==> src/rtl/seq_mult_pkg.sv <==
`default_nettype none
// ============================================================================
// Module   : seq_mult_pkg
// Brief    : Shared one-hot state encoding for the shift-add multiplier.
// Revision : 1.0
// ============================================================================
package seq_mult_pkg;

   localparam int unsigned c_STATE_W = 4;

   // Bit positions within the one-hot state vector
   localparam int unsigned c_IDLE  = 0;
   localparam int unsigned c_ADD   = 1;
   localparam int unsigned c_SHIFT = 2;
   localparam int unsigned c_DONE  = 3;

   typedef enum logic [c_STATE_W-1:0] {
      ST_IDLE  = 4'b0001,
      ST_ADD   = 4'b0010,
      ST_SHIFT = 4'b0100,
      ST_DONE  = 4'b1000
   } state_t;

endpackage
`default_nettype wire

==> src/rtl/seq_mult_ctrl.sv <==
`default_nettype none
// ============================================================================
// Module   : seq_mult_ctrl
// Brief    : One-hot control unit sequencing the ADD/SHIFT loop of seq_mult.
// Revision : 1.0
// ============================================================================
module seq_mult_ctrl
   import seq_mult_pkg::*;
(
   input  logic                 clk,
   input  logic                 rst,
   input  logic                 start,
   input  logic                 b0,
   input  logic                 last,
   input  logic                 early_zero,
   output logic [c_STATE_W-1:0] state,
   output logic                 load,
   output logic                 add_en,
   output logic                 shift_en
);

   state_t r_state;

   always_ff @(posedge clk) begin
      if (rst) begin
         r_state <= ST_IDLE;
      end else begin
         case (r_state)
            ST_IDLE: begin
               if (start) begin
                  if (early_zero)
                     r_state <= ST_DONE;
                  else if (b0)
                     r_state <= ST_ADD;
                  else
                     r_state <= ST_SHIFT;
               end
            end
            ST_ADD:   r_state <= ST_SHIFT;
            ST_SHIFT: begin
               if (last)
                  r_state <= ST_DONE;
               else if (b0)
                  r_state <= ST_ADD;
               else
                  r_state <= ST_SHIFT;
            end
            ST_DONE:  r_state <= ST_IDLE;
            default:  r_state <= ST_IDLE;
         endcase
      end
   end

   assign state    = r_state;
   assign load     = r_state[c_IDLE] & start;
   assign add_en   = r_state[c_ADD];
   assign shift_en = r_state[c_SHIFT];

endmodule
`default_nettype wire

==> src/rtl/seq_mult.sv <==
`default_nettype none
// ============================================================================
// Module   : seq_mult
// Brief    : Parametrised shift-add unsigned multiplier with start/busy/done.
// Revision : 1.0
// ============================================================================
module seq_mult
   import seq_mult_pkg::*;
#(
   parameter int WIDTH      = 8,
   parameter int EARLY_EXIT = 0
) (
   input  logic                 clk,
   input  logic                 rst,
   input  logic                 start,
   input  logic [WIDTH-1:0]     a,
   input  logic [WIDTH-1:0]     b,
   output logic                 busy,
   output logic                 done,
   output logic [2*WIDTH-1:0]   product,
   output logic [c_STATE_W-1:0] state
);

   localparam int c_CNT_W = $clog2(WIDTH + 1);

   logic [WIDTH-1:0]     r_a;
   logic [WIDTH-1:0]     r_b;
   logic [WIDTH:0]       r_acc;
   logic [c_CNT_W-1:0]   r_cnt;
   logic [2*WIDTH-1:0]   r_product;

   logic [c_STATE_W-1:0] w_state;
   logic                 w_load;
   logic                 w_add_en;
   logic                 w_shift_en;
   logic                 w_last;
   logic                 w_early_zero;
   logic                 w_b0;
   logic [WIDTH:0]       w_sum;
   logic [WIDTH:0]       w_acc_sh;
   logic [WIDTH-1:0]     w_b_sh;
   logic [c_CNT_W-1:0]   w_cnt_sh;
   logic [WIDTH-1:0]     w_mask;
   logic [2*WIDTH-1:0]   w_product_sh;

   assign w_sum    = {1'b0, r_acc[WIDTH-1:0]} + {1'b0, r_a};
   assign w_acc_sh = {1'b0, r_acc[WIDTH:1]};
   assign w_b_sh   = {r_acc[0], r_b[WIDTH-1:1]};
   assign w_cnt_sh = r_cnt - c_CNT_W'(1);

   // Low w_cnt_sh bits of the shifted B are multiplier bits not yet consumed
   assign w_mask = (WIDTH'(1) << w_cnt_sh) - WIDTH'(1);
   assign w_last = (r_cnt == c_CNT_W'(1)) ||
                   ((EARLY_EXIT != 0) && ((w_b_sh & w_mask) == '0));

   assign w_early_zero = (EARLY_EXIT != 0) && (b == '0);
   assign w_b0         = w_state[c_IDLE] ? b[0] : w_b_sh[0];

   // An early exit skips zero-only iterations; realign by the shifts left over
   assign w_product_sh = {w_acc_sh[WIDTH-1:0], w_b_sh} >> w_cnt_sh;

   seq_mult_ctrl u_ctrl (
      .clk        (clk),
      .rst        (rst),
      .start      (start),
      .b0         (w_b0),
      .last       (w_last),
      .early_zero (w_early_zero),
      .state      (w_state),
      .load       (w_load),
      .add_en     (w_add_en),
      .shift_en   (w_shift_en)
   );

   always_ff @(posedge clk) begin
      if (rst) begin
         r_a       <= '0;
         r_b       <= '0;
         r_acc     <= '0;
         r_cnt     <= '0;
         r_product <= '0;
      end else begin
         if (w_load) begin
            r_a   <= a;
            r_b   <= b;
            r_acc <= '0;
            r_cnt <= c_CNT_W'(WIDTH);
            if (w_early_zero)
               r_product <= '0;
         end
         if (w_add_en)
            r_acc <= w_sum;
         if (w_shift_en) begin
            r_acc <= w_acc_sh;
            r_b   <= w_b_sh;
            r_cnt <= w_cnt_sh;
            if (w_last)
               r_product <= w_product_sh;
         end
      end
   end

   assign state   = w_state;
   assign busy    = ~w_state[c_IDLE];
   assign done    = w_state[c_DONE];
   assign product = r_product;

endmodule
`default_nettype wire

==> config.mk <==
export PLATFORM = sky130hd
export DESIGN_NAME = seq_mult
export DESIGN_NICKNAME = d
export VERILOG_FILES = /design/src/rtl/seq_mult_pkg.sv /design/src/rtl/seq_mult_ctrl.sv /design/src/rtl/seq_mult.sv
export SDC_FILE = /design/constraint.sdc
export NUM_CORES = 1
export LEC_CHECK = 0
export CAP_MARGIN = 20
export CELL_PAD_IN_SITES_DETAIL_PLACEMENT = 1
export CELL_PAD_IN_SITES_GLOBAL_PLACEMENT = 1
export CORE_ASPECT_RATIO = 0.9
export CORE_MARGIN = 2
export CORE_UTILIZATION = 42
export CTS_BUF_LIST = sky130_fd_sc_hd__clkbuf_8
export DETAILED_ROUTE_END_ITERATION = 6
export PLACE_DENSITY = 0.9
export SYNTH_ARGS = -nofsm -noshare
export SYNTH_HDL_FRONTEND = slang
export SYNTH_SLANG_ARGS = --single-unit
==> constraint.sdc <==
create_clock -name clk -period 3.1 [get_ports clk]
set_clock_uncertainty 0.2 [all_clocks]
set_input_delay 0.775 -clock clk [delete_from_list [all_inputs] [get_ports clk]]
set_output_delay 0.775 -clock clk [all_outputs]
set_load 0.05 [all_outputs]
==> impl_metrics.ini <==
[run_status]
status = completed

[synth]
seq_area_frac_synth = 0.329
synthArstFlopShare = 0
synthSimpleGateAreaFrac = 0.205
muxShareOfSynthArea = 0.124
ys.flop_type = dfxtp_1
synthXorXnorAreaFrac = 0.0330
ys_warn_count = 0
synthesis.area_um2 = 2920
synth_top_family_by_area = simple AND/OR/NAND/NOR gates
synth_edf_count = 0
syn_avg_cell_area_um2 = 8.36
ys_ff_latch = 48
yosysUniqueCellTypes = 52
syn_nets = 379
synth_adder_area_share = 0.0497
synth_compound_area_frac = 0.186
synthCells = 349

[global_route]
gr-total-overflow = 0
grt_pass1_wl_um = 13900
grt_pass1_vias = 2793
grt_usage = 0.225
antenna_found_initial = 0
grt_max_degree = 38

[floorplanning]
dieArea_um2 = 7630
die_w_um = 91.9
start_util = 0.439
num_rows = 28
fp.dieH_um = 83.1
io_pins = 41
core_um2 = 6660

[finish]
diodes = 0
nFillCells = 804
final_nets = 406
syn2layout_area_growth_pct = 16.7
drive_gt1_frac = 0.0955
postLayoutCoreUtil = 0.512

[setup_path]
cp_slowest_cell = clkdlybuf4s50_1
crit_type = reg2out
cpLargestDelayFamily = buffers and inverters
cp.arrival_ns = 1.91
slowest_delay_ns = 0.92
startpoint_type = register
crit_chain = clkdlybuf4s50_1
crit_buf_inv = 1
path_max_fanout = 17
endpoint_kind = primary output
required_ns = 2.12

[sta]
max_slew_margin = 0.581
rsz0062_at_grt = no
fmax_mhz = 347
setup_viol = 0
final_hold_viol_count = 0
finalSetupTns_ns = 0
fin_crit_ns = 2.88
slew_viol_final = 0
post-route-period-util = 0.930
worst_pin_slew_ns = 0.628

[run]
drv_cap = 0

[detailed_routing]
routed_wl_um = 8360
postRouteAntennaNets = 0
drt_iter0_drc = 159
vias_per_cell = 5.71
drc = 0
wl_per_cell_um = 17.9
first_pass_iters = 4
vias = 2665

[clock_network]
postCtsSetupBuffers = 0
cts_tree = built
cts.sinks = 48
ctsHoldBuffers = 0
post_cts_resized = 0
insertion_delay_ns = 0.30
clock_path_buffers = 2
cts-buffers-inserted = 5
root_buffer = clkbuf_8
cts.clk_slew.worst_paths_ns = 0.09
htree_levels = 2

[power]
ir_drop_mv = 0.254
powerDensity_nw_per_um2 = 591
p_leak_nw = 1.26

[place]
hpwl_um = 6180
io_buffer_count = 40
place_congestion = 0.906

[hold_path]
hp-class = reg2reg
## layer usage
metal | track usage | wire length, um | part of all wire
met1 | 0.286 | 3760 | 0.45
met2 | 0.399 | 4200 | 0.50
met3 | 0.0354 | 335 | 0.040
met4 | 0.0556 | 74 | 0.0088
met5 | 0 | 0 | 0
## synth_stat cells (2+ instances only)
cell type	number	area share
nand2_1	71	0.091
dfxtp_1	48	0.33
a21oi_1	44	0.075
nor2_1	36	0.046
nand3_1	13	0.022
ha_1	10	0.043
mux4_2	10	0.077
clkbuf_1	9	0.012
inv_1	9	0.012
a22oi_1	8	0.021
nor3_1	8	0.014
buf_4	7	0.018
o21ai_0	6	0.010
a221oi_1	4	0.012
and2_1	4	0.0086
buf_1	4	0.0051
buf_2	4	0.0069
o211ai_1	4	0.010
xor2_1	4	0.012
mux4_1	3	0.027
o31ai_1	3	0.0077
a2111oi_0	2	0.0060
a211oi_1	2	0.0051
a31oi_1	2	0.0043
buf_6	2	0.0077
mux2_2	2	0.0077
mux2i_1	2	0.0069
nor4_1	2	0.0043
o32ai_1	2	0.0060
xnor2_1	2	0.0060
## sequential cells by signal, summed over array words and instances, names as in the netlist
register / count
r_b: 7
u_ctrl.state: 4
r_acc: 9
r_cnt: 4
product: 16
r_a: 8
## final cells by class
type / instances / area [um^2] / area share
Tap cell: 90 / 113 / 0.0331
Sequential cell: 48 / 961 / 0.282
Timing Repair Buffer: 48 / 458 / 0.134
Clock buffer: 6 / 82.6 / 0.0242
Multi-Input combinational cell: 263 / 1740 / 0.512
Clock inverter: 2 / 11.3 / 0.00331
Inverter: 10 / 37.5 / 0.0110
## layout by cell type (no fill, tap or decap), types with 2 or more instances in the layout
cell type,Yosys,routed
nor3_1,8,8
mux2_2,2,2
and2_1,4,4
nand3_1,13,13
clkdlybuf4s50_1,0,39
mux4_2,10,10
nand2_1,71,71
o211ai_1,4,4
a21oi_1,44,44
o21ai_0,6,6
mux2i_1,2,2
nor4_1,2,2
a22oi_1,8,8
nor2_1,36,36
dfxtp_1,48,48
mux4_1,3,3
a221oi_1,4,4
buf_4,7,9
ha_1,10,10
a31oi_1,2,2
inv_1,9,10
a211oi_1,2,2
clkbuf_8,1,6
a2111oi_0,2,2
xnor2_1,2,2
o32ai_1,2,2
o31ai_1,3,3
xor2_1,4,4
## where the power goes
part	switching [W]	internal, W	leakage (nW)	total [W]
Clock	0.000222	0.000179	0.0486	0.000400
Sequential	0.000104	0.000677	0.391	0.000780
Combinational	0.000508	0.000325	0.825	0.000833
## stage by stage
stage	setup slack (ns)	instance area [um^2]	hold WS [ns]	cells	power, W
3_3_place_gp	0.580	3310	0.240	459	0.00157
6_report	0.218	3410	0.262	467	0.00201
5_1_grt	0.157	3410	0.283	467	0.00214
3_5_place_dp	0.430	3310	0.251	459	0.00162
4_1_cts	0.230	3410	0.263	467	0.00201
2_1_floorplan	0.731	2920	0.241	349	0.00144
## worst paths after layout
| path | end | start | slack [ns] | cells after the start |
|---|---|---|---|---|
| worst max-delay path | state[1] | u_ctrl.state[1] | 0.22 | 1 |
| worst max register to register | product[1] | r_cnt[1] | 0.42 | 8 |
| worst min-delay path | product[3] | product[3] | 0.26 | 2 |
| worst min register to register | product[3] | product[3] | 0.26 | 2 |
## cells by family after synthesis
logic type,count (synthesis)
xor+xnor,8
buf+inv,38
simple gates,140
flops,48
mux,18
fa+ha+maj,11
compound gates,86
No activity file was read; power rests on OpenSTA's default activity.
